$ cat src/rtl/uart_tx_serializer.sv
// UART transmit serializer: valid/ready word in, framed serial bit stream out, timed by a fractional baud NCO.
// Optional UART_TX_TWO_STOP_BITS_EN adds a second stop bit. control_0: [3:0] data_bits, [4] parity_bit, [5] odd_parity.
module uart_tx_serializer #(
  parameter int unsigned CLK_FREQ_HZ   = 50_000_000,
  parameter int unsigned MAX_DATA_BITS = 9
) (
  input  logic                     clk,
  input  logic                     rst,
  input  logic [31:0]              baud_rate_csr,
  input  logic [31:0]              control_0_csr,
  input  logic [MAX_DATA_BITS-1:0] tx_data,
  input  logic                     tx_valid,
  output logic                     tx_ready,
  output logic                     tx,
  output logic [31:0]              status_0
);

  localparam logic [32:0] CLK_F  = 33'(CLK_FREQ_HZ);
  localparam logic [3:0]  MAX_DB = 4'(MAX_DATA_BITS);

  typedef enum logic [2:0] {S_IDLE, S_START, S_DATA, S_PARITY, S_STOP} state_t;

  state_t                   state_q, state_d;
  logic [32:0]              acc_q, acc_d;
  logic [3:0]               bit_cnt_q, bit_cnt_d;
  logic                     err_q, err_d;
  logic [MAX_DATA_BITS-1:0] data_q;
  logic [3:0]               nbits_q;
  logic                     par_en_q, odd_q;
  logic [31:0]              baud_q;
`ifdef UART_TX_TWO_STOP_BITS_EN
  logic                     stop_cnt_q, stop_cnt_d;
`endif

  logic [3:0]               db_w;
  logic                     par_w, odd_w, legal_w, start_w, tick_w, busy_w;
  logic [32:0]              sum_w;
  logic [MAX_DATA_BITS-1:0] masked_w;
  logic                     unused_csr_bits;

  function automatic logic parity_of(input logic [MAX_DATA_BITS-1:0] d, input logic odd);
    return (^d) ^ odd;
  endfunction

  assign db_w            = control_0_csr[3:0];
  assign par_w           = control_0_csr[4];
  assign odd_w           = control_0_csr[5];
  assign unused_csr_bits = ^control_0_csr[31:6];

  assign tx_ready = (state_q == S_IDLE) && !rst && (baud_rate_csr != 32'd0)
                    && ({1'b0, baud_rate_csr} <= CLK_F);
  assign legal_w  = (db_w >= 4'd5) && (db_w <= MAX_DB);
  assign start_w  = tx_valid && tx_ready && legal_w;
  assign sum_w    = acc_q + {1'b0, baud_q};
  assign tick_w   = (sum_w >= CLK_F);

  // Only the low data_bits bits take part in the frame and in parity.
  always_comb begin
    masked_w = '0;
    for (int i = 0; i < MAX_DATA_BITS; i++) begin
      if (4'(i) < db_w) masked_w[i] = tx_data[i];
    end
  end

  always_ff @(posedge clk) begin
    if (rst) begin
      state_q   <= S_IDLE;
      acc_q     <= '0;
      bit_cnt_q <= '0;
      err_q     <= 1'b0;
`ifdef UART_TX_TWO_STOP_BITS_EN
      stop_cnt_q <= 1'b0;
`endif
    end else begin
      state_q   <= state_d;
      acc_q     <= acc_d;
      bit_cnt_q <= bit_cnt_d;
      err_q     <= err_d;
`ifdef UART_TX_TWO_STOP_BITS_EN
      stop_cnt_q <= stop_cnt_d;
`endif
    end
  end

  // Frame configuration is frozen at accept so CSR writes mid-frame are ignored.
  always_ff @(posedge clk) begin
    if (start_w) begin
      data_q   <= masked_w;
      nbits_q  <= db_w;
      par_en_q <= par_w;
      odd_q    <= odd_w;
      baud_q   <= baud_rate_csr;
    end
  end

  always_comb begin
    state_d   = state_q;
    acc_d     = acc_q;
    bit_cnt_d = bit_cnt_q;
    err_d     = err_q;
`ifdef UART_TX_TWO_STOP_BITS_EN
    stop_cnt_d = stop_cnt_q;
`endif
    if (state_q != S_IDLE) acc_d = tick_w ? (sum_w - CLK_F) : sum_w;
    case (state_q)
      S_IDLE: begin
        if (tx_valid && tx_ready) begin
          if (legal_w) begin
            state_d   = S_START;
            acc_d     = '0;
            bit_cnt_d = '0;
            err_d     = 1'b0;
`ifdef UART_TX_TWO_STOP_BITS_EN
            stop_cnt_d = 1'b0;
`endif
          end else begin
            err_d = 1'b1;
          end
        end
      end
      S_START:  if (tick_w) state_d = S_DATA;
      S_DATA: begin
        if (tick_w) begin
          if (bit_cnt_q == nbits_q - 4'd1) state_d = par_en_q ? S_PARITY : S_STOP;
          else bit_cnt_d = bit_cnt_q + 4'd1;
        end
      end
      S_PARITY: if (tick_w) state_d = S_STOP;
      S_STOP: begin
`ifdef UART_TX_TWO_STOP_BITS_EN
        if (tick_w) begin
          if (!stop_cnt_q) stop_cnt_d = 1'b1;
          else state_d = S_IDLE;
        end
`else
        if (tick_w) state_d = S_IDLE;
`endif
      end
      default:  state_d = S_IDLE;
    endcase
  end

  always_comb begin
    tx     = 1'b1;
    busy_w = 1'b1;
    case (state_q)
      S_IDLE:   busy_w = 1'b0;
      S_START:  tx = 1'b0;
      S_DATA:   tx = data_q[bit_cnt_q];
      S_PARITY: tx = parity_of(data_q, odd_q);
      default:  tx = 1'b1;
    endcase
  end

  // status_0: [0] busy, [1] data_bits_error, [2] parity_error (receive side, always 0).
  assign status_0 = {29'd0, 1'b0, err_q, busy_w};

endmodule
$ cat config.mk
export PLATFORM = sky130hd
export DESIGN_NAME = uart_tx_serializer
export DESIGN_NICKNAME = d
export VERILOG_FILES = /design/src/rtl/uart_tx_serializer.sv
export SDC_FILE = /design/constraint.sdc
export NUM_CORES = 1
export LEC_CHECK = 0
export CORE_MARGIN = 5
export CORE_UTILIZATION = 50
export CTS_CLUSTER_SIZE = 14
export DETAILED_ROUTE_END_ITERATION = 8
export GPL_TIMING_DRIVEN = 0
export PLACE_DENSITY = 0.74
export RECOVER_POWER = 50
export SETUP_SLACK_MARGIN = 0.02
export SLEW_MARGIN = 20
export SYNTH_ARGS = -nofsm -noshare
export SYNTH_HDL_FRONTEND = slang
export SYNTH_SLANG_ARGS = --single-unit
$ cat constraint.sdc
create_clock -name clk -period 4.3 [get_ports clk]
set_input_delay 0.86 -clock clk [delete_from_list [all_inputs] [get_ports clk]]
set_output_delay 0.86 -clock clk [all_outputs]
set_load 0.1 [all_outputs]
==> metrics.yaml <==
detailed_routing:
  avgRoutedWirePerCell_microns: 17.58
  wirelength_microns: 17560
  first_pass_iters: 7
  antenna_left: 0
  viasPerCell: 5.838
  num_vias: 5832
  drc: 0
  dr.first_iter.drc_count: 465
sta:
  finalHoldViolations: 0
  final.setup_skew_ns: 0.008258
  fin_crit_ns: 4.135
  fmax_ghz: 0.2419
  worstMarginPinSlew_ns: 0.9770
  relSlewSlack_pct: 34.65
  setup_ws_ns: 0.1653
  setup_viol: 0
  hold_slack_ns: 0.4703
  post-route-period-util_pct: 96.16
  slew_viol_final: 0
synthesis:
  syn_area_sq_mm: 0.006551
  yosysTopAreaCell: "edfxtp_1"
  synthTopCellsByArea: "edfxtp_1 (22%), dfxtp_1 (13%), ha_1 (6.7%)"
  seq_area_frac_synth_pct: 34.07
  synth_cell_types: 80
  synth-seq-cells: 88
  synth_edf_count: 47
  syn_inst: 724
  syn_area_per_cell_sq_um: 9.049
  synthArstFlopShare_pct: 0
  synth-main-ff-cell: "edfxtp_1"
  ys_warn_count: 0
  synth.top_cell.area_share_pct: 21.54
power_and_ir_drop:
  seqPwrFrac_pct: 48.2
  peakVddDrop_mv: 0.1971
  clock_power_share_pct: 39.3
  p_per_area_mw_per_mm2: 234.9
  p_leak_nw: 3.025
  p_comb_share_pct: 12.5
  p_sw_share_pct: 26.91
  p_int_mw: 1.342
  fin_total_pwr_mw: 1.837
  p_switching_mw: 0.4943
global_routing:
  grt_pass1_vias: 5667
  grt_start_max_net_pins: 25
  antenna_found_initial: 0
  grt_usage_pct: 21.83
  grt_pass1_wl_microns: 27710
  grt_overflow_total: 0
floorplan:
  io_pins: 110
  core_region_area_sq_mm: 0.01272
  rows: 41
  die_y_microns: 124.5
  die_x_microns: 124.5
  initial_core_util_pct: 51.49
  die-area_sq_mm: 0.01549
placed_design:
  place.gp.congestion: 0.9272
  port_buffers: 53
  post-place-ws_ns: -0.8032
  dp_hpwl_microns: 13520
clock_network:
  cts_buffers: 9
  cts_hold_buffers: 0
  cts_buffer_depth: 2
  clock_latency_ns: 0.34
  htree_levels: 3
  cts_sinks: 88
  root_buffer: "clkbuf_16"
  tritoncts: "yes"
  clk_pin_slew_worst_paths_ns: 0.06
run_status:
  status: "complete, no violations"
critical_path:
  critPathLaunchType: "primary input"
  r2r-start: "baud_q[0]"
  cp_data_arrival_time_ns: 3.27
  crit_fanout: 3
  endpoint_kind: "output port"
  worstSetupPathType: "in -> out"
  rrSetupSlack_ns: 0.30
  critical_path_required_ns: 3.44
  crit_start: "baud_rate_csr[10]"
cells_and_area:
  final_core_util_pct: 61.45
  n_fill_cell: 1136
  multi_input_area_sq_mm: 0.004065
  drive_above_1_share_pct: 12.58
  seqCellArea_sq_mm: 0.002232
  area_growth_pct: 19.33
  final_net_count: 934
  n_antenna_cell: 0
job:
  drv_cap: 0
hold_path:
  hp-class: "reg -> reg"
  min_from: "acc_q[6]"
## sequential cells by signal, summed over array words and instances, names as in the netlist
name and cells:
data_q 9, odd_q 1, bit_cnt_q 4, par_en_q 1, acc_q 33, baud_q 32, state_q 3, nbits_q 4
err_q 1
## Yosys cell counts (all sizes together) (5+ instances only)
master and number:
and3 5, clkbuf 26, and2 9, edfxtp 47
nand4 15, buf 39, mux2i 5, ha 35
a22o 18, o21ai 37, a211oi 18, o211ai 12
dfxtp 41, xor2 18, inv 13, a21oi 55
a31oi 9, or3 7, nor4 10, a21o 14
nand2 58, nor3 20, nand3b 5, a211o 5
nand3 16, o21a 12, a21boi 8, xnor2 36
nor2b 9, nor2 50
## cells in the final DEF (no fill, tap or decap), drive strengths merged, types with 12 or more instances in the layout
cell type and count:
ha 35, xnor2 36, o21a 12, a21oi 55, edfxtp 47, buf 43, inv 13, o211ai 12
clkbuf 35, xor2 18, nand4 15, nand3 16, nor3 20, a211oi 18, dfxtp 41, a22o 18
o21ai 37, nand2 58, clkdlybuf4s50 15, a21o 14, nor2 50, dlygate4sd3 36, conb 30
## worst max-delay path: stages
cell and delay, ns:
dlygate4sd3_1 0.55, or4_4 0.47, o21ai_1 0.14, a21oi_1 0.07, a2111oi_0 0.27, a31oi_1 0.13
nor4_4 0.43, buf_4 0.36
## path summary, 6_finish.rpt
kind | end | cells after the start
max | tx_ready | 8
min | acc_q[6] | 2
max reg2reg | acc_q[17] | 17
min reg2reg | acc_q[6] | 2
## metrics by stage
step                cells  area [sq um]  setup TNS, ns
finish                999          7818              0
global route          999          7818       -0.01515
CTS                   997          7787              0
detailed placement    978          7477         -42.31
global placement      978          7477         -37.57
floorplan             753          6731         -21.69
## cell type report
class | count | area share [%]
tap | 172 | 2.753
multi-input combinational | 586 | 52.00
clock inverter | 7 | 0.5922
sequential | 88 | 28.55
timing repair inverter | 1 | 0.09603
buffer | 65 | 5.330
inverter | 14 | 0.7202
timing repair buffer | 57 | 7.074
clock buffer | 9 | 2.881
## metal layers
metal / vias to the layer above / GRT usage [%] / routed length (microns) / part of all wire, %
li1: 2864 / - / - / -
met1: 2722 / 27.32 / 7460 / 42
met2: 205 / 37.09 / 8453 / 48
met3: 41 / 3.388 / 1111 / 6.3
met4: 0 / 9.800 / 536 / 3.1
met5: - / 0 / 0 / 0
## cells by family after synthesis
family,after synthesis,synth area share [%]
adders and majority gates,36,6.990
xor gates and xnor gates,54,7.334
DFF,88,34.07
other,1,0.05724
muxes,8,1.623
AOI/OAI and AO/OA,226,24.43
buffers and inverters,79,6.875
and+or+nand+nor,232,18.62
## power groups by stage
stage               Sequential, mW  Clock [mW]  Combinational (mW)
finish                       0.885       0.721               0.230
global route                 0.885       0.765               0.240
CTS                          0.885       0.729               0.235
detailed placement           0.904           0               0.235
global placement             0.904           0               0.233
floorplan                    0.904           0               0.168
## timing repair
| action | in CTS | in global routing |
|---|---|---|
| gates resized for setup | 11 | 6 |
| setup buffers | 2 | 2 |
| pin swaps | 1 | 2 |
| endpoints found under the setup margin | 82 | 34 |
| cloned | 1 | 0 |
(Power assumes the default switching activity.)
